--- src/rtl/serial_deserializer.sv ---
// serial_deserializer: receive side of the serial link. Shifts an MSB-first
// bitstream into N-bit words and hands each word to the consumer through a
// one-entry valid/ready output buffer. It raises one-cycle pulses for overrun
// (a word was dropped), framing errors (a restart mid-frame) and, optionally,
// parity errors.
// Optional feature: define DESER_PARITY_EN to expect one even-parity bit after
// each word. Without it, a frame is N data bits and o_parity_err is tied to 0.
module serial_deserializer #(
   parameter int N = 8
) (
   input  logic         i_clk,
   input  logic         i_rst_n,
   input  logic         i_serial_in,
   input  logic         i_bit_valid,
   input  logic         i_frame_sync,
   output logic [N-1:0] o_parallel_out,
   output logic         o_out_valid,
   input  logic         i_out_ready,
   output logic         o_busy,
   output logic         o_overrun,
   output logic         o_frame_err,
   output logic         o_parity_err
);

   localparam int CW = $clog2(N);
   localparam logic [CW-1:0] CNT_LAST = CW'(N - 1);

   typedef enum logic [1:0] {
      ST_IDLE,
      ST_RECV
`ifdef DESER_PARITY_EN
      ,ST_PAR
`endif
   } state_t;

   state_t         r_state;
   logic [CW-1:0]  r_cnt;
   logic [N-2:0]   r_shreg;
   logic [N-1:0]   r_parallel_out;
   logic           r_out_valid;
   logic           r_busy;
   logic           r_overrun;
   logic           r_frame_err;
`ifdef DESER_PARITY_EN
   logic [N-1:0]   r_word;
   logic           r_parity_err;
`endif

   logic [N-2:0]   w_shift;
   logic [N-1:0]   w_word;
   logic [N-1:0]   w_commit_word;
   logic           w_restart;
   logic           w_commit;
   logic           w_parity_bad;
   logic           w_consume;
   logic           w_can_load;

   // Shift register contents after taking in the current bit. With N=2 the
   // register is a single bit, so there is nothing older to keep.
   generate
      if (N > 2) begin : g_shift_wide
         assign w_shift = {r_shreg[N-3:0], i_serial_in};
      end else begin : g_shift_narrow
         assign w_shift = i_serial_in;
      end
   endgenerate

   // The final data bit completes the word without passing through the register.
   assign w_word     = {r_shreg, i_serial_in};
   assign w_consume  = r_out_valid & i_out_ready;
   // The buffer can take a new word if it is empty or is being drained on this edge.
   assign w_can_load = ~r_out_valid | i_out_ready;

   // Work out what the current bit does: restart, commit, or parity failure.
   always_comb begin
      w_restart     = 1'b0;
      w_commit      = 1'b0;
      w_commit_word = w_word;
      w_parity_bad  = 1'b0;
      if (i_bit_valid) begin
         case (r_state)
            ST_RECV: begin
               if (i_frame_sync) begin
                  w_restart = 1'b1;
               end else if (r_cnt == CNT_LAST) begin
`ifndef DESER_PARITY_EN
                  w_commit = 1'b1;
`endif
               end
            end
`ifdef DESER_PARITY_EN
            ST_PAR: begin
               if (i_frame_sync) begin
                  w_restart = 1'b1;
               end else if (^{r_word, i_serial_in}) begin
                  w_parity_bad = 1'b1;
               end else begin
                  w_commit      = 1'b1;
                  w_commit_word = r_word;
               end
            end
`endif
            default: ;
         endcase
      end
   end

   // Frame FSM, output buffer and registered status/error pulses.
   always_ff @(posedge i_clk or negedge i_rst_n) begin
      if (!i_rst_n) begin
         r_state        <= ST_IDLE;
         r_cnt          <= '0;
         r_shreg        <= '0;
         r_parallel_out <= '0;
         r_out_valid    <= 1'b0;
         r_busy         <= 1'b0;
         r_overrun      <= 1'b0;
         r_frame_err    <= 1'b0;
`ifdef DESER_PARITY_EN
         r_word         <= '0;
         r_parity_err   <= 1'b0;
`endif
      end else begin
         r_overrun   <= w_commit & ~w_can_load;
         r_frame_err <= w_restart;
`ifdef DESER_PARITY_EN
         r_parity_err <= w_parity_bad;
`endif

         // A commit loads the buffer; a consume alone empties it.
         if (w_commit && w_can_load) begin
            r_parallel_out <= w_commit_word;
            r_out_valid    <= 1'b1;
         end else if (w_consume) begin
            r_out_valid <= 1'b0;
         end

         if (i_bit_valid) begin
            if (i_frame_sync) begin
               // First bit of a frame, whether from IDLE or as a restart.
               r_shreg <= w_shift;
               r_cnt   <= CW'(1);
               r_state <= ST_RECV;
               r_busy  <= 1'b1;
            end else begin
               case (r_state)
                  ST_RECV: begin
                     if (r_cnt != CNT_LAST) begin
                        r_shreg <= w_shift;
                        r_cnt   <= r_cnt + 1'b1;
                     end else begin
`ifdef DESER_PARITY_EN
                        r_word  <= w_word;
                        r_state <= ST_PAR;
`else
                        r_cnt   <= '0;
                        r_state <= ST_IDLE;
                        r_busy  <= 1'b0;
`endif
                     end
                  end
`ifdef DESER_PARITY_EN
                  ST_PAR: begin
                     r_cnt   <= '0;
                     r_state <= ST_IDLE;
                     r_busy  <= 1'b0;
                  end
`endif
                  default: ;
               endcase
            end
         end
      end
   end

   assign o_parallel_out = r_parallel_out;
   assign o_out_valid    = r_out_valid;
   assign o_busy         = r_busy;
   assign o_overrun      = r_overrun;
   assign o_frame_err    = r_frame_err;
`ifdef DESER_PARITY_EN
   assign o_parity_err   = r_parity_err;
`else
   assign o_parity_err   = 1'b0;
`endif

endmodule

--- config.mk ---
export PLATFORM = sky130hd
export DESIGN_NAME = serial_deserializer
export DESIGN_NICKNAME = d
export VERILOG_FILES = /design/src/rtl/serial_deserializer.sv
export SDC_FILE = /design/constraint.sdc
export NUM_CORES = 1
export LEC_CHECK = 0
export BUFFER_PORTS_ARGS = -buffer_cell sky130_fd_sc_hd__buf_2
export CORE_AREA = 10 10 86 51
export DETAILED_ROUTE_END_ITERATION = 6
export DIE_AREA = 0 0 96 61
export PLACE_DENSITY = 0.6
export SYNTH_ARGS = -nofsm -noshare
export SYNTH_HDL_FRONTEND = slang
export SYNTH_SLANG_ARGS = --single-unit
export TNS_END_PERCENT = 30
--- constraint.sdc ---
create_clock -name i_clk -period 3.5 [get_ports i_clk]
set_input_delay 0.525 -clock i_clk [delete_from_list [all_inputs] [get_ports i_clk]]
set_output_delay 0.525 -clock i_clk [all_outputs]
set_load 0.01 [all_outputs]
==> summary.txt <==
==================================================================================================
Net count after synthesis ...........................................................           75
Number of distinct library cells after synthesis ....................................           23
Placement-stage cell area ...........................................................     1070 µm²
Summed negative setup slack over all endpoints ......................................         0 ns
# setup viols final .................................................................            0
Total via count after detailed routing ..............................................          550
Number of maximum-capacitance constraint violations .................................            0
Nets ................................................................................           93
Maximum clock path buffer count .....................................................            2
Number of routed nets with antenna violations .......................................            0
Pin count of the biggest net entering global routing ................................           23
Root cell of the clock tree ......................................................... sky130_fd_sc_hd__clkbuf_8
Mapped cell area ....................................................................      966 µm²
Global-route usage over all layers ..................................................        6.36%
Count of mapped cells out of synthesis ..............................................           67
Sort of element at the start of the critical path ...................................    flip-flop
Number of hold-repair buffers added at the cts stage ................................            0
Clock latency reported for the late side of the worst-skew pair .....................      0.26 ns
Post-route fraction of the period consumed by the critical path .....................        53.8%
Clock tree sinks ....................................................................           22
GRT overflow ........................................................................            0
Initial antenna violation count .....................................................            0
Register area share after synthesis .................................................        57.0%
Width of the die ....................................................................        96 µm
Most common cell after layout, fill and taps aside .................................. sky130_fd_sc_hd__dfrtp_1
Final antenna diode count ...........................................................            0
Leakage power total .................................................................     0.545 nW
Ratio of cells with drive above 1 in the final layout ...............................        45.8%
Pre-CTS WS ..........................................................................      1.62 ns
VDD IR-drop max .....................................................................       190 µV
Number of global-route vias before repair ...........................................          563
Ys Warns ............................................................................            0
Global-route wire length before repair ..............................................      2770 µm
CTS tree ............................................................................          yes
Path class of the lowest-slack min-delay path .......................................     in2async
Unrepaired setup endpoints after global routing .....................................           no
Transition time of the tightest slew-check pin ......................................     0.564 ns
IO Port Bufs ........................................................................           17
Total Power Consumption .............................................................   0.000672 W
Clock transition time at the flip-flop clock pins of the worst setup and hold paths .      0.07 ns
Via-per-instance ratio ..............................................................         4.47
Final setup margin ..................................................................      1.62 ns
Final GP Congestion .................................................................        0.653
Detailed-route DRC error count ......................................................            0
CP Class ............................................................................      reg2reg
Violation count after the first detailed-routing iteration ..........................           18
Post-synthesis to final-layout area growth ..........................................        15.0%
Total wire length ...................................................................      1680 µm
Data required time at the worst endpoint ............................................      3.64 ns
Pwr dens ............................................................................   605 nW/µm²
Crit path arrival time ..............................................................      2.02 ns
Reg2reg setup slack .................................................................      1.62 ns
Max Clk Rate ........................................................................      531 MHz
Area of the placeable core ..........................................................     2870 µm²
Critical path capture point type ....................................................    flip-flop
Number of search-and-repair iterations in the first detailed-routing pass ...........            3
Post-cts repair resize count ........................................................            0
Final Hold Violating Endpoints ......................................................            0
Headroom to the max-slew limit ......................................................        62.3%
Post-CTS repair timing setup buffer count ...........................................            0
Final hold slack ....................................................................     0.215 ns
Result of the run ................................................................... complete, no violations
Total count of max-transition violations in the final report ........................            0
Post-route clock skew ...............................................................   0.00372 ns
Start point of the critical path ....................................................     r_cnt[0]
Number of H-tree branching levels ...................................................            1
Commonest non-fill, non-tap cells in the layout ..................................... sky130_fd_sc_hd__dfrtp_1, sky130_fd_sc_hd__buf_2, sky130_fd_sc_hd__mux2_4
Layout Cell Area excl Fill ..........................................................     1110 µm²
Wirelength per Cell .................................................................      13.7 µm
Die area ............................................................................     5860 µm²
Maximum fanout encountered on the critical timing path ..............................            8
Critical R2R Launch .................................................................     r_cnt[0]
Number of placed I/O pins ...........................................................           19
Clock period minus final worst setup slack ..........................................      1.88 ns
Starting utilization of the core area ...............................................        33.6%
Number of flip-flops and latches in the synthesized netlist .........................           22
HPWL reported at the end of detailed placement ......................................      1290 µm
Die outline height ..................................................................        61 µm
Number of placement rows ............................................................           14
Total CTS buffers ...................................................................            3
Avg Synthesized Cell Area ...........................................................     14.4 µm²
==================================================================================================
routing by layer:
layer | global-route usage [%] | routed length, µm
met5 | 0 | 0
met1 | 7.88 | 856
met2 | 8.58 | 635
met4 | 4.59 | 59
met3 | 2.83 | 128
cells by family after synthesis:
family,after synthesis,share of synthesized area [%]
AOI/OAI and AO/OA,7,5.96
adders and majority gates,2,2.59
buffers and inverters,6,4.01
DFF,22,57.0
muxes,15,20.6
other,1,0.388
and+or+nand+nor,14,9.46
worst max-delay path: stages, from the launching register on:
cell and delay, ns:
sky130_fd_sc_hd__dfrtp_1 0.38, sky130_fd_sc_hd__ha_1 0.16, sky130_fd_sc_hd__ha_1 0.25, sky130_fd_sc_hd__nand4b_4 0.13, sky130_fd_sc_hd__nor2b_2 0.49, sky130_fd_sc_hd__mux2_4 0.35
state kept, by name, summed over array words and instances, names as in the netlist:
name / count
o_parallel_out: 8
o_frame_err: 1
o_out_valid: 1
r_shreg: 7
o_overrun: 1
o_busy: 1
r_cnt: 3
power by group:
| part | total (W) | leakage (nW) | internal, W | switching, W |
|---|---|---|---|---|
| logic | 0.000160 | 0.244 | 0.0000947 | 0.0000650 |
| clock network | 0.000150 | 0.0216 | 0.0000767 | 0.0000731 |
| registers | 0.000363 | 0.279 | 0.000320 | 0.0000430 |
cell type report:
class | instances | area [µm²]
clock buffer | 3 | 41.3
fill | 279 | 1760
inverter | 2 | 7.51
multi-input combinational | 39 | 377
sequential | 22 | 551
tap | 40 | 50.0
timing repair buffer | 17 | 85.1
cell usage after synthesis:
cell type	instances	area share (%)
sky130_fd_sc_hd__mux2_4	8	12
sky130_fd_sc_hd__nor2_1	1	0.39
sky130_fd_sc_hd__buf_2	1	0.52
sky130_fd_sc_hd__ha_1	2	2.6
sky130_fd_sc_hd__o21a_1	2	1.6
sky130_fd_sc_hd__nor3b_1	1	0.78
sky130_fd_sc_hd__o22ai_1	2	1.3
sky130_fd_sc_hd__conb_1	1	0.39
sky130_fd_sc_hd__nand4b_4	1	2.5
sky130_fd_sc_hd__nand2b_1	1	0.65
sky130_fd_sc_hd__and3_1	1	0.65
sky130_fd_sc_hd__nor2b_1	1	0.65
sky130_fd_sc_hd__o21ai_0	1	0.52
sky130_fd_sc_hd__o21ai_4	1	1.7
sky130_fd_sc_hd__buf_4	2	1.6
sky130_fd_sc_hd__dfrtp_1	22	57
sky130_fd_sc_hd__nand3_1	2	1.0
sky130_fd_sc_hd__mux2_2	7	8.2
sky130_fd_sc_hd__nand2_1	5	1.9
sky130_fd_sc_hd__buf_6	1	1.2
sky130_fd_sc_hd__a22o_1	1	0.91
sky130_fd_sc_hd__nor2b_2	1	0.91
sky130_fd_sc_hd__inv_1	2	0.78
path summary, 6_finish.rpt:
check,end,cells past startpoint
max reg2reg,o_parallel_out[3],5
min reg2reg,o_parallel_out[7],1
max in group asynchronous,r_cnt[0],1
min,o_frame_err,1
max,o_parallel_out[3],5
min in group i_clk,o_parallel_out[7],1
through the flow:
step                cells  utilization, %
detailed placement    120            37.2
finish                123            38.7
floorplan              67               -
global placement      120            37.2
CTS                   123            38.7
global route          123            38.7
Power figures use the tool's default switching activity.
